$ cat src/rtl/mem_arb_pkg.sv
// mem_arb_pkg: shared types and constants for the memory port arbiter
package mem_arb_pkg;
    typedef enum logic [1:0] {IDLE, GRANT_I, GRANT_D} state_t;
    localparam logic GNT_I = 1'b0;
    localparam logic GNT_D = 1'b1;
    localparam int DEF_ADDR_W = 32;
    localparam int DEF_DATA_W = 32;
endpackage

$ cat src/rtl/rr_arb2.sv
// rr_arb2: two-input round-robin picker, favours the side that did not win last
module rr_arb2
    import mem_arb_pkg::*;
(
    input  logic [1:0] req,
    input  logic       last,
    output logic [1:0] gnt
);
    always_comb begin
        gnt[GNT_I] = req[GNT_I] & (!req[GNT_D] | (last == GNT_D));
        gnt[GNT_D] = req[GNT_D] & (!req[GNT_I] | (last == GNT_I));
    end
endmodule

$ cat src/rtl/mem_port_arbiter.sv
// mem_port_arbiter: shares one Avalon-MM master port between fetch and memory stages
module mem_port_arbiter
    import mem_arb_pkg::*;
#(
    parameter int ADDR_W = DEF_ADDR_W,
    parameter int DATA_W = DEF_DATA_W
) (
    input  logic                clk,
    input  logic                rst,
    input  logic                if_req,
    input  logic [ADDR_W-1:0]   if_addr,
    output logic [DATA_W-1:0]   if_rdata,
    output logic                if_waitrequest,
    input  logic                d_req,
    input  logic                d_we,
    input  logic [DATA_W/8-1:0] d_be,
    input  logic [ADDR_W-1:0]   d_addr,
    input  logic [DATA_W-1:0]   d_wdata,
    output logic [DATA_W-1:0]   d_rdata,
    output logic                d_waitrequest,
    output logic                m_read,
    output logic                m_write,
    output logic [ADDR_W-1:0]   m_addr,
    output logic [DATA_W-1:0]   m_wdata,
    output logic [DATA_W/8-1:0] m_byteenable,
    input  logic [DATA_W-1:0]   m_readdata,
    input  logic                m_waitrequest
);
    state_t state, state_nxt;
    logic last_grant;
    logic [1:0] gnt;
    logic cmd_we;
    logic done_i, done_d;

    rr_arb2 u_pick (
        .req ({d_req, if_req}),
        .last(last_grant),
        .gnt (gnt)
    );

    always_comb begin
        state_nxt = state;
        if (state == IDLE)
            state_nxt = gnt[GNT_D] ? GRANT_D : gnt[GNT_I] ? GRANT_I : IDLE;
        else if (!m_waitrequest)
            state_nxt = IDLE;
    end

    always_ff @(posedge clk or negedge rst) begin
        if (!rst)
            state <= IDLE;
        else
            state <= state_nxt;
    end

    // Command registers: bus outputs never see requester inputs directly
    always_ff @(posedge clk or negedge rst) begin
        if (!rst) begin
            last_grant   <= GNT_D;
            cmd_we       <= 1'b0;
            m_addr       <= '0;
            m_wdata      <= '0;
            m_byteenable <= '0;
        end else if (state == IDLE && gnt[GNT_D]) begin
            last_grant   <= GNT_D;
            cmd_we       <= d_we;
            m_addr       <= d_addr;
            m_wdata      <= d_wdata;
            m_byteenable <= d_we ? d_be : '1;
        end else if (state == IDLE && gnt[GNT_I]) begin
            last_grant   <= GNT_I;
            cmd_we       <= 1'b0;
            m_addr       <= if_addr;
            m_wdata      <= '0;
            m_byteenable <= '1;
        end
    end

    always_comb begin
        done_i         = (state == GRANT_I) && !m_waitrequest;
        done_d         = (state == GRANT_D) && !m_waitrequest;
        m_read         = (state == GRANT_I) || (state == GRANT_D && !cmd_we);
        m_write        = (state == GRANT_D) && cmd_we;
        if_waitrequest = !done_i;
        d_waitrequest  = !done_d;
        if_rdata       = done_i ? m_readdata : '0;
        d_rdata        = (done_d && !cmd_we) ? m_readdata : '0;
    end
endmodule
$ cat config.mk
export PLATFORM = sky130hd
export DESIGN_NAME = mem_port_arbiter
export DESIGN_NICKNAME = d
export VERILOG_FILES = /design/src/rtl/mem_arb_pkg.sv /design/src/rtl/rr_arb2.sv /design/src/rtl/mem_port_arbiter.sv
export SDC_FILE = /design/constraint.sdc
export NUM_CORES = 1
export LEC_CHECK = 0
export ABC_AREA = 1
export BUFFER_PORTS_ARGS = -buffer_cell sky130_fd_sc_hd__buf_4
export CORE_AREA = 2 2 107 109
export DETAILED_ROUTE_END_ITERATION = 10
export DIE_AREA = 0 0 109 111
export PLACE_DENSITY = 0.71
export SLEW_MARGIN = 30
export SYNTH_ARGS = -nofsm -noshare
export SYNTH_HDL_FRONTEND = slang
export SYNTH_HIERARCHICAL = 1
export SYNTH_SLANG_ARGS = --single-unit
$ cat constraint.sdc
create_clock -name clk -period 4.8 [get_ports clk]
set_clock_uncertainty 0.1 [all_clocks]
set_input_delay 0.24 -clock clk [delete_from_list [all_inputs] [get_ports clk]]
set_output_delay 0.24 -clock clk [all_outputs]
set_load 0.01 [all_outputs]
==> results of run 1 <==
Yosys cell counts:
master / n / area [um^2]
sky130_fd_sc_hd__nand2_1: 211 / 792
sky130_fd_sc_hd__inv_1: 107 / 402
sky130_fd_sc_hd__dfrtp_1: 71 / 1780
sky130_fd_sc_hd__nand3_1: 66 / 330
sky130_fd_sc_hd__nor2_1: 65 / 244
sky130_fd_sc_hd__clkbuf_1: 14 / 52.6
sky130_fd_sc_hd__buf_2: 9 / 45.0
sky130_fd_sc_hd__o21ai_0: 7 / 35.0
sky130_fd_sc_hd__buf_4: 5 / 37.5
sky130_fd_sc_hd__buf_6: 2 / 22.5
sky130_fd_sc_hd__a21boi_2: 1 / 11.3
sky130_fd_sc_hd__a21oi_2: 1 / 8.76
sky130_fd_sc_hd__buf_1: 1 / 3.75
sky130_fd_sc_hd__dfstp_2: 1 / 26.3
sky130_fd_sc_hd__inv_2: 1 / 3.75
sky130_fd_sc_hd__nand2_2: 1 / 6.26
sky130_fd_sc_hd__nor2_4: 1 / 11.3
sky130_fd_sc_hd__nor3_1: 1 / 5.00
sky130_fd_sc_hd__o22ai_1: 1 / 6.26
state kept, by name, indices dropped and copies added, names as in the netlist:
register      flops
cmd_we            1
m_wdata          32
m_byteenable      4
state             2
last_grant        1
m_addr           32
how the worst max path moves through the flow:
stage	endpoint	slack [ns]	cells past startpoint
after floorplan	m_addr[0]	3.23	8
after global placement	m_addr[28]	1.89	10
after detailed placement	m_addr[0]	1.83	10
after CTS	m_addr[0]	1.79	10
after global routing	m_addr[3]	1.52	10
final	m_addr[0]	1.83	10
metal layers:
metal / GRT usage, % / part of all wire (%) / vias up / wire length [um]
met5: 0 / 0 / - / 0
met4: 9.49 / 2.8 / 0 / 360
met3: 5.29 / 8.6 / 24 / 1120
met2: 40.3 / 54 / 183 / 7020
met1: 22.6 / 35 / 1914 / 4580
li1: - / - / 2184 / -
worst min-delay path: cells and delay by family:
family / cells / cell delay [ns]
and+or+nand+nor: 2 / 0.09
buffers and inverters: 1 / 0.08
per-stage QoR:
step | utilization, % | instances
3_5_place_dp | 53.6 | 956
3_3_place_gp | 53.6 | 956
4_1_cts | 57.1 | 978
5_1_grt | 57.2 | 979
2_1_floorplan | - | 566
6_report | 57.2 | 979
power breakdown:
part,switching (uW),internal (uW)
Sequential,160,884
Combinational,921,699
Clock,262,461
Total,1340,2040
layout make-up:
type | instances | area [um^2] | share of cell area (%)
inverter | 108 | 405 | 6.40
antenna | 1 | 2.50 | 0.0395
timing repair buffer | 284 | 2150 | 34.0
clock inverter | 7 | 103 | 1.62
clock buffer | 9 | 225 | 3.56
sequential | 72 | 1800 | 28.5
multi-input combinational | 355 | 1460 | 23.1
tap | 143 | 179 | 2.83
cell families (layout without fill, tap and decap cells):
| logic type | count (synthesis) | count (layout) | share of synthesized area, % |
|---|---|---|---|
| compound gates | 10 | 10 | 1.61 |
| buf+inv | 139 | 408 | 14.8 |
| flops | 72 | 72 | 47.2 |
| other cells | 0 | 1 | 0 |
| simple gates | 345 | 345 | 36.4 |
==> results.md, run 1 <==
Outcome:
- The flow ran to the end, and the final reports show no timing, DRC or antenna violations.

Route:
- Dividing the detail-routed wire length by the instance count gives 13.4 um.
- After the first detailed-routing iteration, the DRC count stood at between 200 and 250.
- Before antenna repair, the detailed router went through 4 iterations.
- In this run the remaining antenna-violating nets after routing total 0.
- The via density per instance is 4.40.
- The total DRC errors in the routed layout is 0.
- The count of vias placed by the detailed router is 4305.
- The wire length after detailed routing is 13100 um.

Floorplanning:
- In this run the vertical extent of the chip is 111 um.
- The number of primary I/O pins is 274.
- In this run the horizontal extent of the chip is 109 um.
- The die covers 12100 um^2.
- After floorplanning, the core was sized to cover 11100 um^2.
- The number of standard-cell rows in the floorplan is 39.
- Once the floorplan was initialized, standard cells occupied 34.5% of the core.

STA:
- Setup violations remaining at the end of the flow were counted as 0.
- The routed design could run at a clock period as short as 2.97 ns.
- The number of slew-limit violations in the final report was 0.
- The minimum setup slack in the final design is ~1.8 ns.
- After layout, the worst path uses about 62% of the clock period.
- The transition time of the tightest slew-check pin is 0.707 ns.
- Setup total negative slack on the finished layout was measured at 0 ns.
- For this run, the top clock speed supported by timing is around 340 MHz.
- The final-report hold violation count came to 0.
- The relative slew slack is between 50% and 60%.
- Setup repair after global routing left no endpoint under its margin.
- Final hold analysis gives a worst-case slack of 0.0112 ns.

Place:
- Routability-driven placement finished with a final weighted congestion of 0.825.
- The quantity of I/O buffers inserted on ports is 273.
- At the placement stage, the worst setup path has a slack of approximately 1.8 ns.
- The area of placed instances is 5940 um^2.
- The placed wire-length estimate is 9970 um.

Global routing:
- The maximum number of pins on one net before global-route repair is 73.
- After global routing the overflow that remains totals 0.
- In the global route stage, overall resource usage came out at 21.7%.
- The first global-routing pass estimated 20300 um of wire.
- The initial antenna violation count came to 1.
- The via count of the first global-routing pass is 4102.

Clocking:
- Hold repair after CTS inserted 6 buffers.
- Clock tree synthesis inserted a total of 9 buffers.
- The cell chosen for the clock root is sky130_fd_sc_hd__clkbuf_16.
- TritonCTS built the clock tree.
- CTS saw just over 70 sinks.
- The clock slew seen by the registers of the worst setup and hold paths is around 0.06 ns.
- The number of setup buffers added after CTS is 0.
- The number of gates resized after CTS was 0.
- Counting along the longest clock path gives a buffer depth of 2.
- The clock latency on the worst-skew pair is roughly 0.32 ns.
- The H-tree was split into 3 levels.

Flow run:
- The tool flagged a number of max-cap violations equal to 0.

Yosys:
- The count of synthesis-stage warnings from yosys is 6.
- The synthesized flop and latch total is 72.
- Averaged over all synthesized cells, the footprint is 6.75 um^2.
- The post-synthesis cell count is approximately 570.
- The netlist uses 19 different library cells.
- Summing the sequential cell areas from Yosys gives approximately 47% of the chip area.
- The cell area after technology mapping is ~3800 um^2.
- The number of nets in the synthesized netlist is 704.

Min path:
- The worst hold path begins at d_wdata[10].
- The kind of path behind the tightest hold check is in2reg.
- For hold timing, the worst endpoint is m_wdata[10].
- The number of instances on the worst hold path is 3.

Worst setup path:
- The kind of cell adding the most delay to the critical path is buffers and inverters.
- The setup slack on the worst flop-to-flop path is around 1.8 ns.
- The dominant cell type by count on the critical path is sky130_fd_sc_hd__buf_4.
- The cell type of the slowest stage on the worst timing path is sky130_fd_sc_hd__dfstp_2.
- The startpoint identified for the worst register-to-register timing path is last_grant.
- Data arrives at the worst endpoint at 3.14 ns.
- The worst setup path is captured at a register.
- For the worst flop-to-flop path, the logic depth is 10.
- Data on the critical path is required at its endpoint by 4.97 ns.
- By startpoint and endpoint, the worst setup path is classified as reg2reg.
- The launch point of the critical path is last_grant.
- The reg-to-reg endpoint is m_addr[0].
- The critical path startpoint category is a register.
- The critical path buffer and inverter count is 5.
- For this run, the slowest stage of the critical path takes ~0.56 ns.
- The critical path goes through a21boi_4 -> buf_4 -> nand2_2 -> buf_4 -> nand2_1 -> buf_4 -> inv_2 -> buf_4 -> nand2_1 -> nand2_1.
- The highest net fanout along the worst path is 40.

Power:
- The design draws between 3000 and 4000 uW.
- In this run the static leakage power is 0.00394 uW.
- For this design the ratio of total power to cell area is 535 nW/um^2.
- The worst vdd rail ir drop is ~230 uV.

Layout:
- After the last flow step, the layout net total stands at 968.
- The share of final-layout standard cells stronger than drive strength 1 is 36.2%.
- The finished layout cell area is 6330 um^2.
- The area overhead of the layout relative to synthesis is 65.7%.
- The number of filler cells placed in the layout is 1083.
- The most common cell after layout, fill and taps aside is sky130_fd_sc_hd__buf_4.
- The library cells used most frequently in the layout, excluding fill and tap cells, are 277 x sky130_fd_sc_hd__buf_4, 211 x sky130_fd_sc_hd__nand2_1, 106 x sky130_fd_sc_hd__inv_1.
Note: power is estimated with default switching activity, not from simulation.
==> run 2, diff against run 1 <==
==> constraint.sdc (replaced) <==
create_clock -name clk -period 2.8 [get_ports clk]
set_clock_uncertainty 0.1 [all_clocks]
set_input_delay 0.14 -clock clk [delete_from_list [all_inputs] [get_ports clk]]
set_output_delay 0.14 -clock clk [all_outputs]
set_load 0.01 [all_outputs]
==> results.md, run 2 (synthesized netlist as in run 1, its figures left out) <==
Clocking:
- The number of levels the H-tree was split into is 3 (unchanged).
- The cell chosen for the clock root is sky130_fd_sc_hd__clkbuf_16 (unchanged).
- The number of buffers created by CTS came to 9 (unchanged).
- The clock latency on the worst-skew pair is 0.33 ns (was 0.32 ns).
- The total number of clock tree sinks came to 72 (unchanged).
- The number of gates resized after cts came to 0 (unchanged).
- The maximum clock insertion buffer count is 2 (unchanged).
- The CTS tree is done (unchanged).
- The clock slew seen by the registers of the worst setup and hold paths was 0.06 ns (about the same).

Worst setup path:
- The setup slack on the worst flop-to-flop path is 0.71 ns (was 1.83 ns).
- The beginning of the worst register-to-register path is state[0] (was last_grant).
- The delay contributed by the slowest stage of the critical path is 0.44 ns (was 0.56 ns).
- The element type at the critical path end was a register (unchanged).
- The dominant cell type by count on the critical path is sky130_fd_sc_hd__nand2_1 (was sky130_fd_sc_hd__buf_4).
- The highest net fanout along the worst path is 51 (was 40).
- The data required time of the worst path is 2.92 ns (was 4.97 ns).
- The cell type of the slowest stage on the worst timing path was sky130_fd_sc_hd__dfrtp_1 (was sky130_fd_sc_hd__dfstp_2).
- The critical path startpoint category is a register (unchanged).
- The type of the setup path with the least slack is reg2reg (unchanged).
- The data arrival time of the critical path is 2.21 ns (was 3.14 ns).
- Worst-path cell chain: nor2_4 -> nand2_1 -> nand2_1 -> inv_2 -> buf_4 -> nand2_1 -> nand2_1 (was a21boi_4 -> buf_4 -> nand2_2 -> buf_4 -> nand2_1 -> buf_4 -> inv_2 -> buf_4 -> nand2_1 -> nand2_1).
- The worst-case reg-to-reg path depth is 7 (was 10).
- The reg-to-reg endpoint is m_wdata[0] (was m_addr[0]).

Floorplanning:
- The die outline height is 111 um (unchanged).
- The area of the placeable core is 11100 um^2 (unchanged).
- The horizontal die dimension is 109 um (unchanged).
- The number of standard-cell rows in the floorplan came to 39 (unchanged).
- The initial cell density of the core is 34.5% (unchanged).
- The die area is 12100 um^2 (unchanged).
- The number of primary I/O pins is 274 (unchanged).

Power:
- The cell leakage power is 0.00407 uW (was 0.00394 uW).
- The power density over the cells is 876 nW/um^2 (was 535 nW/um^2).
- The worst vdd rail ir drop is 425 uV (was 225 uV).
- The total chip power is 5800 uW (was 3390 uW).

Layout:
- The finished layout cell area is 6620 um^2 (was 6330 um^2).
- The area overhead of the layout relative to synthesis is 73.4% (was 65.7%).
- The layout net count came to 1002 (was 968).
- The final core utilization came to 59.8% (was 57.2%).
- Largest registers: m_addr (32), m_wdata (32), m_byteenable (4) (unchanged).
- The share of final-layout standard cells stronger than drive strength 1 is 35.0% (was 36.2%).
- The most common cell after layout, fill and taps aside is sky130_fd_sc_hd__buf_4 (unchanged).
- Commonest non-fill, non-tap cells in the layout: 282 x sky130_fd_sc_hd__buf_4, 211 x sky130_fd_sc_hd__nand2_1, 107 x sky130_fd_sc_hd__inv_1 (was 277 x sky130_fd_sc_hd__buf_4, 211 x sky130_fd_sc_hd__nand2_1, 106 x sky130_fd_sc_hd__inv_1).

Flow run:
- The max-cap check violation count is 0 (unchanged).

Global routing:
- The initial antenna violation count is 1 (unchanged).
- The via count of the first global-routing pass was 4286 (was 4102).
- The overall routing resource usage is 23.1% (was 21.7%).
- The maximum number of pins on one net before global-route repair is 73 (unchanged).
- The wire length of the first global-routing pass is 21400 um (was 20300 um).
- The sum of overflow across all layers after global routing is 0 (unchanged).

Place:
- The final estimated routing congestion in global placement is 0.775 (was 0.825).
- The area of placed instances is 5970 um^2 (was 5940 um^2).
- The quantity of I/O buffers inserted on ports is 273 (unchanged).
- The placed wire-length estimate is 10200 um (was 9970 um).

Route:
- The initial detailed-routing violation count is 262 (was 219).
- The first-pass iteration count of the detailed router is 4 (unchanged).
- The wire length after detailed routing came to 13800 um (was 13100 um).
- The wire length per cell after detailed routing is 13.6 um (was 13.4 um).
- The total DRC errors in the routed layout came to 0 (unchanged).
- The residual antenna-violating net count after detailed routing is 0 (unchanged).
- The via density per instance came to 4.38 (was 4.40).
- The count of vias placed by the detailed router was 4435 (was 4305).

Min path:
- The kind of path behind the tightest hold check is in2reg (unchanged).
- The startpoint of the tightest hold check path is d_be[1] (was d_wdata[10]).
- The number of instances on the worst hold path is 5 (was 3).
- The capture endpoint of the worst hold path is m_byteenable[1] (was m_wdata[10]).

STA:
- The final-report hold violation count was 0 (unchanged).
- The highest clock rate came to 478 MHz (was 337 MHz).
- The number of slew-limit violations in the final report is 0 (unchanged).
- The share of the clock period used by the worst path after layout is 74.7% (was 61.9%).
- The relative slew slack is 40.4% (was 52.7%).
- The final sum of negative setup slack is 0 ns (unchanged).
- Unrepaired setup endpoints after global routing: no (unchanged).
- The transition time of the tightest slew-check pin came to 0.894 ns (was 0.707 ns).
- The final-report setup violation count is 0 (unchanged).
- The final critical-path required period was 2.09 ns (was 2.97 ns).
- The worst hold margin is 0.0158 ns (was 0.0112 ns).

Outcome:
- Outcome: complete, no violations (unchanged).
[run 2: metrics by stage]
step	instances	worst slack, ns
6_report	1013	0.709
2_1_floorplan	566	1.23
3_3_place_gp	961	0.782
3_5_place_dp	961	0.704
4_1_cts	1012	0.706
5_1_grt	1013	0.512
[run 2: layer usage]
| layer | up-vias | part of all wire [%] | global-route usage (%) |
|---|---|---|---|
| li1 | 2248 | - | - |
| met1 | 1980 | 36 | 23.7 |
| met2 | 174 | 53 | 42.3 |
| met3 | 33 | 7.3 | 5.11 |
| met4 | 0 | 4.3 | 12.6 |
| met5 | - | 0 | 0 |
[run 2: how the worst max path moves through the flow]
stage               startpoint           to  cells past startpoint
detailed placement    state[0]   m_wdata[0]                      7
CTS                   state[0]   m_wdata[0]                      7
global placement      state[0]  m_wdata[18]                      7
finish                state[0]   m_wdata[0]                      7
floorplan           last_grant    m_addr[0]                      8
global route          state[0]   m_wdata[0]                      7
[run 2: layout make-up]
| class | count | area [um^2] |
|---|---|---|
| Clock buffer | 10 | 229 |
| Clock inverter | 6 | 67.6 |
| Multi-Input combinational cell | 355 | 1460 |
| Fill cell | 1053 | 4450 |
| Antenna cell | 1 | 2.50 |
| Sequential cell | 72 | 1800 |
| Tap cell | 143 | 179 |
| Inverter | 108 | 405 |
| Timing Repair Buffer | 318 | 2480 |
[run 2: timing repair]
item,in CTS,in global routing
endpoints found under the hold margin,105,0
setup buffers,0,0
hold buffers,35,0
[run 2: critical path, delay by kind of cell (launching register included)]
kind	cells	cell delay, ns
flip-flops	1	0.44
buffers and inverters	2	0.65
AND/OR/NAND/NOR	5	0.77
[run 2: where the power goes]
group | switching, uW | internal (uW)
Combinational | 1620 | 1260
Sequential | 271 | 1510
Clock | 438 | 692
==> run 3, diff against run 2 <==
--- a/config.mk
+++ b/config.mk
@@ -5,12 +5,12 @@
 export SDC_FILE = /design/constraint.sdc
 export NUM_CORES = 1
 export LEC_CHECK = 0
-export ABC_AREA = 1
+export ABC_AREA = 0
 export BUFFER_PORTS_ARGS = -buffer_cell sky130_fd_sc_hd__buf_4
-export CORE_AREA = 2 2 107 109
+export CORE_AREA = 2 2 106 108
 export DETAILED_ROUTE_END_ITERATION = 10
-export DIE_AREA = 0 0 109 111
-export PLACE_DENSITY = 0.71
+export DIE_AREA = 0 0 108 110
+export PLACE_DENSITY = 0.7
 export SLEW_MARGIN = 30
 export SYNTH_ARGS = -nofsm -noshare
 export SYNTH_HDL_FRONTEND = slang
==> constraint.sdc (replaced) <==
create_clock -name clk -period 2 [get_ports clk]
set_clock_uncertainty 0.1 [all_clocks]
set_input_delay 0.1 -clock clk [delete_from_list [all_inputs] [get_ports clk]]
set_output_delay 0.1 -clock clk [all_outputs]
set_load 0.01 [all_outputs]
==> results.md, run 3 <==
Outcome:
- Outcome: complete, no violations (unchanged).

Route:
- The first-pass iteration count of the detailed router is 4 (unchanged).
- The initial detailed-routing violation count was 222 (was 262).
- The wire length after detailed routing is 12900 um (was 13800 um).
- The via density per instance is 4.60 (was 4.38).
- The count of vias placed by the detailed router is 3557 (was 4435).
- The residual antenna-violating net count after detailed routing came to 0 (unchanged).
- The total DRC errors in the routed layout is 0 (unchanged).
- The wire length per cell after detailed routing was 16.7 um (was 13.6 um).

Clocking:
- The total number of clock tree sinks is 72 (unchanged).
- The cell chosen for the clock root is sky130_fd_sc_hd__clkbuf_8 (was sky130_fd_sc_hd__clkbuf_16).
- The clock latency on the worst-skew pair is 0.33 ns (about the same).
- The clock slew seen by the registers of the worst setup and hold paths was 0.08 ns (was 0.06 ns).
- The CTS tree is done (unchanged).
- The number of buffers created by CTS is 9 (unchanged).
- The maximum clock insertion buffer count is 2 (unchanged).
- The number of levels the H-tree was split into came to 3 (unchanged).

Layout:
- The number of standard cells in the layout, taps in and fillers out is 774 (was 1013).
- The area overhead of the layout relative to synthesis is 92.1% (was 73.4%).
- The share of final-layout standard cells stronger than drive strength 1 is 56.0% (was 35.0%).
- Commonest non-fill, non-tap cells in the layout: 278 x sky130_fd_sc_hd__buf_4, 75 x sky130_fd_sc_hd__dlygate4sd3_1, 69 x sky130_fd_sc_hd__dfrtp_1 (was 282 x sky130_fd_sc_hd__buf_4, 211 x sky130_fd_sc_hd__nand2_1, 107 x sky130_fd_sc_hd__inv_1).
- The most common cell after layout, fill and taps aside is sky130_fd_sc_hd__buf_4 (unchanged).
- Largest registers: m_addr (32), m_wdata (32), m_byteenable (4) (unchanged).
- The layout net count is 768 (was 1002).
- The final core utilization is 63.4% (was 59.8%).
- The antenna cell count is 0 (was 1).

Min path:
- The number of instances on the worst hold path came to 3 (was 5).
- The startpoint of the tightest hold check path is d_addr[14] (was d_be[1]).
- The capture endpoint of the worst hold path is m_addr[14] (was m_byteenable[1]).
- The kind of path behind the tightest hold check is in2reg (unchanged).

Yosys:
- The most numerous cell in the Yosys netlist is sky130_fd_sc_hd__dfrtp_1 (was sky130_fd_sc_hd__nand2_1).
- The number of flops mapped to enable cells by yosys is 0 (unchanged).
- The count of synthesis-stage warnings from yosys was 6 (unchanged).
- The cell area after technology mapping was 3530 um^2 (was 3820 um^2).
- The fraction of post-synthesis cell area in the top cell type by area is 50.3% (was 46.5%).
- The most used flip-flop cell after synthesis is sky130_fd_sc_hd__dfrtp_1 (unchanged).
- The unique cell type count in the Yosys netlist is 29 (was 19).
- The dominant cell type by area after synthesis is sky130_fd_sc_hd__dfrtp_1 (unchanged).
- The share of async-settable or async-resettable flops after synthesis is 100% (unchanged).
- The synthesized netlist net count was 417 (was 704).
- List of most frequent post-synthesis cells: 71 x sky130_fd_sc_hd__dfrtp_1, 64 x sky130_fd_sc_hd__and2_1, 37 x sky130_fd_sc_hd__mux2_2 (was 211 x sky130_fd_sc_hd__nand2_1, 107 x sky130_fd_sc_hd__inv_1, 71 x sky130_fd_sc_hd__dfrtp_1).
- The average cell area after synthesis came to 12.7 um^2 (was 6.75 um^2).
- Top cells by area, synth: sky130_fd_sc_hd__dfrtp_1 50%, sky130_fd_sc_hd__mux2_2 12%, sky130_fd_sc_hd__and2_1 11% (was sky130_fd_sc_hd__dfrtp_1 47%, sky130_fd_sc_hd__nand2_1 21%, sky130_fd_sc_hd__inv_1 11%).
- The synthesized flop and latch total is 72 (unchanged).
- The sequential area share after synthesis is 51.0% (was 47.2%).
- The post-synthesis cell count is 279 (was 566).

Power:
- The power density over the cells was 1190 nW/um^2 (was 876 nW/um^2).
- The cell leakage power is 0.00338 uW (was 0.00407 uW).
- The worst vdd rail ir drop is 664 uV (was 425 uV).
- The total chip power is 8060 uW (was 5800 uW).

Floorplanning:
- The die outline height was 110 um (was 111 um).
- The die area is 11900 um^2 (was 12100 um^2).
- The initial cell density of the core came to 33.0% (was 34.5%).
- The area of the placeable core is 10700 um^2 (was 11100 um^2).
- The number of primary I/O pins is 274 (unchanged).
- The number of standard-cell rows in the floorplan is 38 (was 39).
- The horizontal die dimension came to 108 um (was 109 um).

Worst setup path:
- The setup slack on the worst flop-to-flop path was 0.16 ns (was 0.71 ns).
- The highest net fanout along the worst path is 16 (was 51).
- The delay contributed by the slowest stage of the critical path came to 0.54 ns (was 0.44 ns).
- The reg-to-reg endpoint is m_addr[10] (was m_wdata[0]).
- The data arrival time of the critical path is 1.77 ns (was 2.21 ns).
- Worst-path cell chain: dlygate4sd3_1 -> buf_4 -> or3b_4 -> nor2_4 -> buf_12 -> and2_1 -> buf_4 (was nor2_4 -> nand2_1 -> nand2_1 -> inv_2 -> buf_4 -> nand2_1 -> nand2_1).
- The launch point of the critical path is m_waitrequest (was state[0]).
- The data required time of the worst path came to 1.80 ns (was 2.92 ns).
- The beginning of the worst register-to-register path was last_grant (was state[0]).
- The dominant cell type by count on the critical path is sky130_fd_sc_hd__buf_4 (was sky130_fd_sc_hd__nand2_1).
- The worst-case reg-to-reg path depth was 5 (was 7).
- The cell type of the slowest stage on the worst timing path is sky130_fd_sc_hd__dlygate4sd3_1 (was sky130_fd_sc_hd__dfrtp_1).
- The critical path startpoint category was an input pin (was register).
- The element type at the critical path end is a primary output (was register).
- The type of the setup path with the least slack is in2out (was reg2reg).

Place:
- The placed wire-length estimate is 9150 um (was 10200 um).
- The quantity of I/O buffers inserted on ports is 273 (unchanged).
- The final estimated routing congestion in global placement is 0.877 (was 0.775).
- The total instance count after detailed placement is 678 (was 961).

STA:
- The final-report setup violation count is 0 (unchanged).
- The clock period could shrink to 1.97 ns.
- The number of slew-limit violations in the final report is 0 (unchanged).
- The transition time of the tightest slew-check pin came to 0.813 ns (was 0.894 ns).
- The relative slew slack is 45.6% (was 40.4%).
- Unrepaired setup endpoints after global routing: yes (was no).
- The share of the clock period used by the worst path after layout is 98.5%.
- The highest clock rate is 508 MHz.
- The worst hold margin came to 0.0137 ns (was 0.0158 ns).
- The final-report hold violation count is 0 (unchanged).

Global routing:
- The via count of the first global-routing pass is 3570 (was 4286).
- The initial antenna violation count came to 0 (was 1).
- The maximum number of pins on one net before global-route repair is 41 (was 73).
- The wire length of the first global-routing pass is 18600 um (was 21400 um).
- The sum of overflow across all layers after global routing is 0 (unchanged).
- The overall routing resource usage is 20.4% (was 23.1%).

Flow run:
- The max-cap check violation count is 0 (unchanged).
## run 3: cell types whose count changed in the layout (fill, tap and decap cells not counted), sizes merged, moves of 2 or more
cell         change
mux2            +64
dlygate4sd3     +40
nand3           -66
nor2            -60
o22a             +4
inv            -105
o21ai            -4
a22o            +32
and2            +64
nand2b           +2
a21o             +2
nand2          -210
## run 3: worst max-delay path by stage
| stage | endpoint | cells after the start |
|---|---|---|
| after floorplan | m_addr[1] | 6 |
| after global placement | m_wdata[6] | 3 |
| after detailed placement | m_addr[10] | 5 |
| after CTS | d_rdata[20] | 7 |
| after global routing | d_rdata[19] | 7 |
| final | d_rdata[19] | 7 |
## run 3: logic make-up after synthesis
family	synth area share, %
DFF	51.0
buffers and inverters	4.11
and+or+nand+nor	13.2
muxes	20.9
AOI/OAI and AO/OA	10.7
## run 3: cell type report
type                       instances  area, um^2
timing repair buffer             358        2940
clock buffer                       9         124
fill                             845        3910
inverter                           4        15.0
multi-input combinational        185        1640
sequential                        72        1810
tap                              140         175
clock inverter                     6        85.1
## run 3: critical path: cells and delay by family
kind | cells | cell delay, ns
AND/OR/NAND/NOR | 3 | 0.71
buffers and inverters | 4 | 0.96
## run 3: what timing repair did
item	CTS	global route
pin swaps	3	2
buffers inserted	4	0
endpoints found under the setup margin	32	41
cloned	2	0
endpoints found under the hold margin	92	0
gates resized for setup	5	1
hold buffers	75	0
## run 3: per-layer routing
layer	share of wire (%)	GRT usage, %
met4	2.8	7.60
met3	6.7	4.88
met2	55	39.1
met5	0	0
met1	36	21.7
## run 3: report_power, final
part / internal, uW / leakage (uW) / switching (uW)
combinational: 2390 / 0.00240 / 1780
clock: 691 / 0.000101 / 535
sequential: 2200 / 0.000871 / 463
total: 5290 / 0.00338 / 2770
## run 3: stage by stage
stage / cell area [um^2] / setup WS [ns] / setup TNS (ns)
floorplan: 3530 / 0.219 / 0
global placement: 5740 / -0.0230 / -0.695
detailed placement: 5750 / 0.0332 / 0
CTS: 6780 / 0.00433 / 0
global route: 6790 / -0.00914 / -0.0213
finish: 6790 / 0.0303 / 0
